### src/rtl/conv_mac_stage.sv
// ============================================================================
//  Module   : conv_mac_stage
//  Purpose  : Pops FIFO samples into a KTAPS-deep sliding window and emits one
//             signed dot product per new sample, one multiply per cycle, on a
//             valid/ready port. Optional macro CONV_MAC_SAT_EN clamps results.
//  Revision : 1.0  initial release
// ============================================================================
`default_nettype none

module conv_mac_stage #(
    parameter int FIFO_W = 32,
    parameter int DATA_W = 16,
    parameter int KTAPS  = 3,
    parameter int ACC_W  = 40,
    parameter int OUT_W  = 32
) (
    input  logic                       clk,
    input  logic                       rst,
    input  logic                       fifo_empty,
    output logic                       fifo_rd_en,
    input  logic [FIFO_W-1:0]          fifo_data,
    input  logic                       coef_wr,
    input  logic [$clog2(KTAPS)-1:0]   coef_addr,
    input  logic [DATA_W-1:0]          coef_data,
    output logic                       coef_busy,
    output logic                       out_valid,
    input  logic                       out_ready,
    output logic [OUT_W-1:0]           out_data
);

    localparam int TAP_W  = $clog2(KTAPS);
    localparam int FILL_W = $clog2(KTAPS + 1);
    localparam int PROD_W = 2 * DATA_W;

    localparam logic [TAP_W-1:0]  c_last_tap  = TAP_W'(KTAPS - 1);
    localparam logic [FILL_W-1:0] c_fill_full = FILL_W'(KTAPS);

    typedef enum logic [1:0] {
        S_IDLE    = 2'd0,
        S_WAIT    = 2'd1,
        S_COMPUTE = 2'd2,
        S_OUTPUT  = 2'd3
    } state_t;

    state_t                    r_state;
    logic signed [DATA_W-1:0]  r_win  [KTAPS];
    logic signed [DATA_W-1:0]  r_coef [KTAPS];
    logic [FILL_W-1:0]         r_fill;
    logic signed [ACC_W-1:0]   r_acc;
    logic [TAP_W-1:0]          r_tap;
    logic                      r_out_valid;
    logic [OUT_W-1:0]          r_out_data;

    logic signed [PROD_W-1:0]  w_prod;
    logic signed [ACC_W-1:0]   w_acc_next;
    logic [FILL_W-1:0]         w_fill_next;
    logic [OUT_W-1:0]          w_out;
    logic                      w_unused_fifo_hi;

    assign fifo_rd_en = (r_state == S_IDLE) && !fifo_empty && !rst;
    assign coef_busy  = (r_state != S_IDLE);
    assign out_valid  = r_out_valid;
    assign out_data   = r_out_data;

    // Only the low DATA_W bits of a FIFO word carry the sample.
    assign w_unused_fifo_hi = ^fifo_data[FIFO_W-1:DATA_W];

    assign w_prod      = r_win[r_tap] * r_coef[r_tap];
    assign w_acc_next  = r_acc + {{(ACC_W-PROD_W){w_prod[PROD_W-1]}}, w_prod};
    assign w_fill_next = (r_fill == c_fill_full) ? r_fill : r_fill + FILL_W'(1);

`ifdef CONV_MAC_SAT_EN
    localparam logic signed [ACC_W-1:0] c_out_max =
        {{(ACC_W-OUT_W+1){1'b0}}, {(OUT_W-1){1'b1}}};
    localparam logic signed [ACC_W-1:0] c_out_min =
        {{(ACC_W-OUT_W+1){1'b1}}, {(OUT_W-1){1'b0}}};

    always_comb begin
        w_out = w_acc_next[OUT_W-1:0];
        if (w_acc_next > c_out_max) begin
            w_out = c_out_max[OUT_W-1:0];
        end else if (w_acc_next < c_out_min) begin
            w_out = c_out_min[OUT_W-1:0];
        end
    end
`else
    assign w_out = w_acc_next[OUT_W-1:0];
`endif

    always_ff @(posedge clk) begin
        if (rst) begin
            r_state     <= S_IDLE;
            r_fill      <= '0;
            r_acc       <= '0;
            r_tap       <= '0;
            r_out_valid <= 1'b0;
            r_out_data  <= '0;
            for (int i = 0; i < KTAPS; i++) begin
                r_win[i]  <= '0;
                r_coef[i] <= '0;
            end
        end else begin
            if ((r_state == S_IDLE) && coef_wr && (int'(coef_addr) < KTAPS)) begin
                r_coef[coef_addr] <= coef_data;
            end

            case (r_state)
                S_IDLE: begin
                    if (!fifo_empty) begin
                        r_state <= S_WAIT;
                    end
                end
                S_WAIT: begin
                    r_win[0] <= fifo_data[DATA_W-1:0];
                    for (int i = 1; i < KTAPS; i++) begin
                        r_win[i] <= r_win[i-1];
                    end
                    r_fill <= w_fill_next;
                    // Until the window is full, samples only prime it.
                    if (w_fill_next == c_fill_full) begin
                        r_acc   <= '0;
                        r_tap   <= '0;
                        r_state <= S_COMPUTE;
                    end else begin
                        r_state <= S_IDLE;
                    end
                end
                S_COMPUTE: begin
                    r_acc <= w_acc_next;
                    if (r_tap == c_last_tap) begin
                        r_tap       <= '0;
                        r_out_data  <= w_out;
                        r_out_valid <= 1'b1;
                        r_state     <= S_OUTPUT;
                    end else begin
                        r_tap <= r_tap + TAP_W'(1);
                    end
                end
                S_OUTPUT: begin
                    if (out_ready) begin
                        r_out_valid <= 1'b0;
                        r_state     <= S_IDLE;
                    end
                end
                default: r_state <= S_IDLE;
            endcase
        end
    end

endmodule

`default_nettype wire

### config.mk
export PLATFORM = sky130hd
export DESIGN_NAME = conv_mac_stage
export DESIGN_NICKNAME = d
export VERILOG_FILES = /design/src/rtl/conv_mac_stage.sv
export SDC_FILE = /design/constraint.sdc
export NUM_CORES = 1
export LEC_CHECK = 0
export CORE_MARGIN = 3
export CORE_UTILIZATION = 55
export CTS_CLUSTER_DIAMETER = 40
export CTS_CLUSTER_SIZE = 30
export DETAILED_ROUTE_END_ITERATION = 10
export GPL_TIMING_DRIVEN = 0
export HOLD_SLACK_MARGIN = 0.08
export PLACE_DENSITY = 0.83
export SLEW_MARGIN = 15
export SYNTH_ARGS = -nofsm -noshare
export SYNTH_HDL_FRONTEND = slang
export SYNTH_SLANG_ARGS = --single-unit
### constraint.sdc
create_clock -name clk -period 10.4 [get_ports clk]
set_input_delay 1.04 -clock clk [delete_from_list [all_inputs] [get_ports clk]]
set_output_delay 1.04 -clock clk [all_outputs]
set_load 0.05 [all_outputs]
---- After elaboration in Yosys (flattened, before gate mapping) ----
Memories as Yosys holds them, arrays and structs flattened. A register that Yosys moved wholly into a read port is not among the register bits.
Index checks and enable logic that the tools add are counted.
Widths: inputs -> output; s select.
word-level totals
  register bits ........................... 79
  bits in writable memories ............... 96
  bits of input ports ..................... 55
  output and inout bits ................... 35
  word-level logic and storage cells ...... 73
  memories kept ........................... 2
memories
  name    words  width  read ports  clocked after memory_dff  write ports  line  RTL
  r_coef  3      16     1           1                         3            47    logic signed [DATA_W-1:0] r_coef [KTAPS];
  r_win   3      16     3           1                         3            46    logic signed [DATA_W-1:0] r_win [KTAPS];
cells by class
  add/subtract/negate cells ............... 3
  multiply operators ...................... 1
  magnitude comparators ................... 1
  equal/unequal tests ..................... 10
  muxes and demuxes ....................... 32
  bitwise operators ....................... 3
  reductions and logical operators ........ 15
operators by type and width
  operator             number
  $pmux 40 s2          1
  $mux 16              4
  $add 40x40->40       1
  $mux 40              1
  $mul 16x16->32       1
  $mux 2               12
  $reduce_or 16->1     1
  $mux 1               11
  $eq 2x2->1 const B   5
  $ne 2x2->1 const B   4
  $pmux 2 s4           1
  $reduce_and 3->1     2
  $reduce_bool 2->1    3
  $add 2x1->2 const B  2
  $logic_and 1x1->1    4
  $pmux 2 s2           1
  $reduce_and 2->1     2
  $or 1x1->1           3
  $eq 2x1->1 const B   1
  $logic_not 1->1      2
  $logic_not 2->1      1
  $lt 2x2->1 const B   1
  $pmux 1 s2           1

---- Longest topological paths before layout ----
Gate-level depths: netlist (run 1).
  word-level depth ........................ 8
  gate-level depth with buffers ........... 39
  mapped depth without buffers ............ 35

---- Least setup slack after synthesis (run 1) ----
Ideal clock, no wire load.
  path kind ............................... register to register
  start point ............................. reg (tool-made name)
  end point ............................... reg r_out_data[31], in the netlist out_data[31]
  setup time .............................. 0.079 ns
  data arrival time ....................... 8.565 ns
  data required time ...................... 10.321 ns
  path slack .............................. 1.755 ns
  cell stages (with the launch flop) ...... 36
  buffers on the path ..................... 5
  period minus slack after synthesis ...... 8.645 ns
  cell sequence ........................... dfxtp_1 clkbuf_1 buf_2 buf_2 mux2i_1 nand2_1 o21ai_1 clkbuf_1 nor2_1 fa_1 inv_1 fa_1 fa_1 fa_1 inv_1 fa_1 inv_1 fa_1 inv_1 ha_1 a21o_1 a2111oi_0 a21boi_2 nor4bb_1 o221ai_1 o21ai_1 xnor2_1 ha_1 clkbuf_1 a21o_1 a21oi_1 nor2b_1 or4_1 o21ai_1 xnor3_1 a211oi_2
RTL lines
  element               line  RTL
  to (signal assigned)  132   r_out_data <= w_out;
  to (decl)             52    logic [OUT_W-1:0] r_out_data;

==> summary.md, run 1 <==
| Metric | Value |
|---|---|
| Status | `complete, no violations` |
| Placement Setup Slack | `-0.2277 ns` |
| Switching power | `~2.5 mW` |
| Internal Power | `between 2 and 3 mW` |
| Gate power share | `71.1%` |
| Crit Path Class | `reg2reg` |
| Via density | `5.642` |
| Fin cells | `between 2k and 2.5k` |
| Worst-path fanout max | `10` |
| Final setup vio count | `0` |
| Placed insts | `roughly 2.5k` |
| Post-synthesis async set-or-reset flop share | `0%` |
| Worst Max-Slew Pin Slew | `roughly 1.3 ns` |
| Final Max Slew Viols | `0` |
| Worst setup SP type | `register` |
| Clock network fraction of total power | `a little over an eighth` |
| Final worst slack | `0.4392 ns` |
| Die footprint | `~36000 sq um` |
| Distinct cells, synth | `73` |
| TritonCTS clock tree | `yes` |
| Power density over the cells | `roughly 250 nW/um^2` |
| Layout Skew | `between 0.01 and 0.015 ns` |
| RSZ-0062 raised after global routing | `no` |
| Share of power burned in registers | `approximately 16%` |
| Layout area overhead | `10.61%` |
| Final Hold Fails | `0` |
| Maximum number of pins on one net before global-route repair | `between 40 and 50` |
| Nets | `roughly 2.5k` |
| Tmin final | `roughly 10 ns` |
| PortBufs | `72` |
| Slowest-stage cell, CP | `fa_1` |
| Root buf cell | `clkbuf_16` |
| Initial Util | `between 50% and 60%` |
| Total track usage | `between 20% and 30%` |
| Clock Latency Late Sink | `between 0.4 and 0.5 ns` |
| Peak supply drop | `~230 uV` |
| Required time of the worst setup path | `10.77 ns` |
| Cts-stage hold buffer count | `0` |
| Iter 0 DRT Violations | `approximately 1.3k` |
| Leak | `just over 9 nW` |
| CTS max path bufs | `2` |
| Vias in the first global route | `~14k` |
| Core area | `33030 sq um` |
| Setup bufs post-CTS | `0` |
| Commonest cells after routing, fill and taps aside | `310 x inv_1, 263 x fa_1, 217 x nand2_1` |
| Placer's final routability congestion estimate | `around 0.95` |
| First-pass GRT wire length | `~75000 um` |
| Commonest non-fill, non-tap cell in the layout | `inv_1` |
| Slew Limit Headroom | `12.97%` |
| F_max | `around 100 MHz` |
| Post-DP HPWL | `37430 um` |
| Net Sw Frac | `between 40% and 50%` |
| Crit path largest cell delay | `0.58 ns` |
| Hold Path Class | `reg2reg` |
| Synth Cell Area | `approximately 19000 sq um` |
| Crit-path most repeated cell | `fa_1` |
| Post-synth EDFFs | `roughly 110` |
| Die width | `190.3 um` |
| Synth Flop Type | `edfxtp_1` |
| Die height | `190.3 um` |
| Total I/O pin count | `90` |
| Final ANT Viol Nets | `0` |
| # clock sinks | `around 190` |
| CP arrival | `about 10 ns` |
| Layout cells sized above 1 | `around 4.6%` |
| Mean Syn Cell Area | `approximately 9.7 sq um` |
| Initial antenna violation count | `0` |
| Worst-path clk slew | `0.07 ns` |
| Gr ovfl total | `0` |
| Row count | `between 60 and 70` |
| Crit path capture type | `register` |
| Yosys warnings | `0` |
| Num CTS Buffers | `17` |
| R2R Setup Slk | `roughly 0.44 ns` |
| Total of max-cap violations | `0` |
| Remaining DRCs | `0` |
| Post-synthesis sequential area ratio | `between 20% and 30%` |
| Routed WL per cell | `roughly 19 um` |
| DR pass1 iterations | `6` |
| CTS-repair resized insts | `2` |
| Routed wire length | `roughly 47000 um` |
| Vias | `roughly 14k` |
| Mapped Cells | `slightly below 2k` |
| Fill count | `between 2k and 3k` |
| FF/Latch Area | `about 4800 sq um` |
| Yosys reg bits | `around 190` |
| Multi-input gate area | `between 10000 and 15000 sq um` |
| H-tree Lvls | `4` |
| Part of the cycle the worst path needs | `approximately 96%` |
## logic make-up after synthesis
| group | count (synthesis) | synth area share (%) |
|---|---|---|
| flops | 185 | 25.82 |
| xor+xnor | 63 | 3.026 |
| simple gates | 604 | 15.04 |
| mux | 43 | 2.711 |
| fa+ha+maj | 378 | 35.87 |
| buf+inv | 373 | 7.525 |
| compound gates | 283 | 9.989 |
| other cells | 1 | 0.02007 |
## cells in the mapped netlist (27+ instances only)
| master | number | share of area (%) |
|---|---|---|
| clkbuf_1 | 54 | 1.1 |
| ha_1 | 115 | 7.7 |
| and2_1 | 119 | 4.0 |
| dfxtp_1 | 73 | 7.8 |
| o21a_1 | 33 | 1.3 |
| nand2_1 | 217 | 4.4 |
| edfxtp_1 | 112 | 18 |
| nor2_1 | 171 | 3.4 |
| xnor2_1 | 46 | 2.2 |
| o21ai_0 | 32 | 0.86 |
| fa_1 | 263 | 28 |
| inv_1 | 310 | 6.2 |
| mux2i_1 | 27 | 1.4 |
| a21oi_1 | 79 | 2.1 |
## state kept, by name, summed over array words and instances (netlist names), named ones only
| name | count |
|---|---|
| out_data | 32 |
| r_win | 48 |
| r_coef | 64 |
| r_state | 1 |
| r_fill | 2 |
| r_acc | 32 |
| out_valid | 1 |
| r_tap | 2 |
## worst max-delay path, delay by kind of cell, from the launching register on
kind	cells	cell delay, ns
adders and majority gates	8	3.65
AOI/OAI and AO/OA	10	2.50
buffers and inverters	7	1.54
and+or+nand+nor	5	0.87
xor gates and xnor gates	2	0.59
DFF	1	0.53
muxes	1	0.18
## path summary, 6_finish.rpt
check / from / to / cells past startpoint
setup reg to reg: register / out_data[31]$_SDFFE_PP0P_ / 33
setup / recovery: register / out_data[31]$_SDFFE_PP0P_ / 33
hold reg to reg: out_data[14]$_SDFFE_PP0P_ / out_data[14]$_SDFFE_PP0P_ / 2
hold / removal: out_data[14]$_SDFFE_PP0P_ / out_data[14]$_SDFFE_PP0P_ / 2
## through the flow
stage / hold WS, ns / TNS [ns] / instance area (sq um) / util, % / power, mW
floorplan: 0.4315 / 0 / 18750 / - / 3.668
global placement: 0.4420 / -0.1172 / 20020 / 60.61 / 4.354
detailed placement: 0.4455 / -0.3987 / 20020 / 60.62 / 4.445
CTS: 0.4548 / 0 / 20620 / 62.42 / 5.136
global route: 0.4731 / 0 / 20670 / 62.58 / 5.600
finish: 0.4567 / 0 / 20670 / 62.58 / 5.131
## power groups by stage
| stage | logic (mW) | clock network, mW | registers (mW) |
|---|---|---|---|
| after floorplan | 2.84 | 0 | 0.831 |
| after global placement | 3.52 | 0 | 0.834 |
| after detailed placement | 3.61 | 0 | 0.835 |
| after CTS | 3.65 | 0.669 | 0.820 |
| after global routing | 4.08 | 0.697 | 0.822 |
| final | 3.65 | 0.665 | 0.820 |
## layout make-up
class | count | share of cell area (%)
Antenna cell | 1 | 0.01211
Buffer | 61 | 1.198
Clock buffer | 19 | 2.094
Clock inverter | 13 | 0.7687
Inverter | 310 | 5.629
Multi-Input combinational cell | 1387 | 60.79
Sequential cell | 185 | 23.34
Tap cell | 442 | 2.675
Timing Repair Buffer | 72 | 3.486
## per-layer routing
metal | global-route usage (%) | up-vias | wire length [um]
li1 | - | 6398 | -
met1 | 34.92 | 7019 | 18480
met2 | 43.40 | 520 | 22360
met3 | 5.919 | 111 | 3800
met4 | 10.47 | 0 | 1865
met5 | 0 | - | 0
(Power assumes the default switching activity.)
==> inputs of run 2 (changes only) <==
--- a/config.mk
+++ b/config.mk
@@ -5,6 +5,7 @@
 export SDC_FILE = /design/constraint.sdc
 export NUM_CORES = 1
 export LEC_CHECK = 0
+export ABC_CLOCK_PERIOD_IN_PS = 10400
 export CORE_MARGIN = 3
 export CORE_UTILIZATION = 55
 export CTS_CLUSTER_DIAMETER = 40
@@ -13,6 +14,7 @@
 export GPL_TIMING_DRIVEN = 0
 export HOLD_SLACK_MARGIN = 0.08
 export PLACE_DENSITY = 0.83
+export REMOVE_ABC_BUFFERS = 1
 export SLEW_MARGIN = 15
 export SYNTH_ARGS = -nofsm -noshare
 export SYNTH_HDL_FRONTEND = slang
==> run 2 against run 1 <==
Against the previous run:
- sequential share of layout area up 0.081 points
- hold slack got worse by 0.0026 ns
- die area unchanged
- core utilization is 0.14 points lower
==> summary.md, run 2 (synthesis results as in run 1) <==
| Metric | Value |
|---|---|
| Status | `complete, no violations` |
| Gr ovfl total | `0` |
| Cts-stage hold buffer count | `0` |
| Layout cells sized above 1 | `4.995%` |
| Via density | `5.667` |
| Leak | `around 9.2 nW` |
| Worst-path clk slew | `0.08 ns` |
| Row count | `between 60 and 70` |
| Final setup vio count | `0` |
| Setup bufs post-CTS | `0` |
| Remaining DRCs | `0` |
| Final ANT Viol Nets | `0` |
| Power density over the cells | `252.6 nW/um^2` |
| FF/Latch Area | `roughly 4800 sq um` |
| Routing usage on met3 | `under 10%` |
| CTS max path bufs | `2` |
| Nets | `approximately 2.4k` |
| Crit path largest cell delay | `about 0.94 ns` |
| Initial Util | `between 50% and 60%` |
| Met1 Resource Use GR | `31.04%` |
| Root buf cell | `clkbuf_16` |
| Final Hold Fails | `0` |
| Multi-input gate area | `around 13000 sq um` |
| Hold Path Class | `reg2reg` |
| CP arrival | `roughly 10 ns` |
| Biggest regs | `r_coef x64, r_win x48` |
| Die height | `roughly 190 um` |
| Crit Path Class | `reg2reg` |
| TritonCTS clock tree | `yes` |
| Core area | `approximately 33000 sq um` |
| Final TNS setup | `0 ns` |
| Total of max-cap violations | `0` |
| Final Max Slew Viols | `0` |
| First-pass GRT wire length | `72760 um` |
| CP top delay family | `compound AO/OA/AOI/OAI gates` |
| Crit-path most repeated cell | `fa_1` |
| PortBufs | `73` |
| Final design utilization | `62.45%` |
| Peak supply drop | `roughly 230 uV` |
| Post-route cell area | `~21000 sq um` |
| Tmin final | `roughly 9.7 ns` |
| Die footprint | `around 36000 sq um` |
| Fill count | `2657` |
| Required time of the worst setup path | `between 10 and 15 ns` |
| Routed wire length | `~44000 um` |
| Initial antenna violation count | `0` |
| Ant diodes | `0` |
| Worst-path fanout max | `between 40 and 50` |
| Crit path capture type | `register` |
| H-tree Lvls | `4` |
| Commonest non-fill, non-tap cell in the layout | `inv_1` |
| Maximum number of pins on one net before global-route repair | `80` |
| RSZ-0062 raised after global routing | `no` |
| Worst path bufs/invs | `3` |
| Slew Limit Headroom | `21.43%` |
| Slowest-stage cell, CP | `o21ai_1` |
| Worst setup SP type | `register` |
| Total track usage | `25.39%` |
| Post-DP HPWL | `~34000 um` |
| Largest reg by FF count | `r_coef` |
| Worst Max-Slew Pin Slew | `1.171 ns` |
| Layout Skew | `around 0.016 ns` |
| Largest register FFs | `64` |
| Clock Latency Late Sink | `0.47 ns` |
| F_max | `103.1 MHz` |
| DR pass1 iterations | `7` |
| Placer's final routability congestion estimate | `~0.96` |
| Layout area overhead | `10.37%` |
| Cell Area, Placed | `approximately 20000 sq um` |
| Vias | `13.85k` |
| CTS-repair resized insts | `0` |
| GRT busiest layer | `met2` |
| Vias in the first global route | `between 10k and 15k` |
| Iter 0 DRT Violations | `between 900 and 1k` |
| Met2 global-route usage | `between 40% and 50%` |
| Commonest cells after routing, fill and taps aside | `310 x inv_1, 263 x fa_1, 217 x nand2_1` |
| Routed WL per cell | `around 18 um` |
| Die width | `roughly 190 um` |
| # clock sinks | `185` |
| Total I/O pin count | `90` |
| Num CTS Buffers | `17` |
| Part of the cycle the worst path needs | `between 90% and 100%` |
-- run 2: changes by cell type in the layout (fill, tap and decap cells not counted), sizes merged --
cell      change
clkbuf       -55
clkinvlp      +1
diode         -1
buf           +9
-- run 2: per-layer routing --
| metal | share of wire, % | routed length (um) |
|---|---|---|
| met5 | 0 | 0 |
| met4 | 4.1 | 1806 |
| met3 | 6.5 | 2824 |
| met2 | 50 | 21900 |
| met1 | 39 | 17250 |
-- run 2: final cells by class --
cell class | count | area share (%)
clock inverter | 14 | 0.8795
inverter | 310 | 5.641
sequential | 185 | 23.43
clock buffer | 18 | 2.081
timing repair buffer | 88 | 4.355
multi-input combinational | 1387 | 60.94
tap | 442 | 2.681
-- run 2: power breakdown --
part / switching, mW / total [mW] / internal (mW) / leakage, nW
sequential: 0.0122 / 0.819 / 0.807 / 1.75
clock: 0.327 / 0.693 / 0.366 / 0.295
combinational: 2.19 / 3.70 / 1.51 / 7.14
-- run 2: final timing paths --
check             slack [ns]                startpoint  cells after the start                        end
setup / recovery        0.70                  register                     30  out_data[31]$_SDFFE_PP0P_
hold / removal          0.45  out_data[0]$_SDFFE_PP0P_                      2   out_data[0]$_SDFFE_PP0P_
setup reg to reg        0.70                  register                     30  out_data[31]$_SDFFE_PP0P_
hold reg to reg         0.45  out_data[0]$_SDFFE_PP0P_                      2   out_data[0]$_SDFFE_PP0P_
-- run 2: worst min-delay path: cells and delay by family (launching register included) --
| kind | cells | cell delay (ns) |
|---|---|---|
| DFF | 1 | 0.31 |
| AOI/OAI and AO/OA | 1 | 0.05 |
| and+or+nand+nor | 1 | 0.05 |
-- run 2: through the flow --
stage / total power, mW / setup WS [ns] / cells / hold slack, ns
3_3_place_gp: 4.337 / -1.004 / 2397 / 0.4423
4_1_cts: 5.203 / 0.7727 / 2444 / 0.4572
5_1_grt: 5.659 / 0.1983 / 2444 / 0.4762
6_report: 5.211 / 0.6981 / 2444 / 0.4541
2_1_floorplan: 3.658 / 0.9717 / 1882 / 0.4301
3_5_place_dp: 4.478 / 0.8012 / 2412 / 0.4463
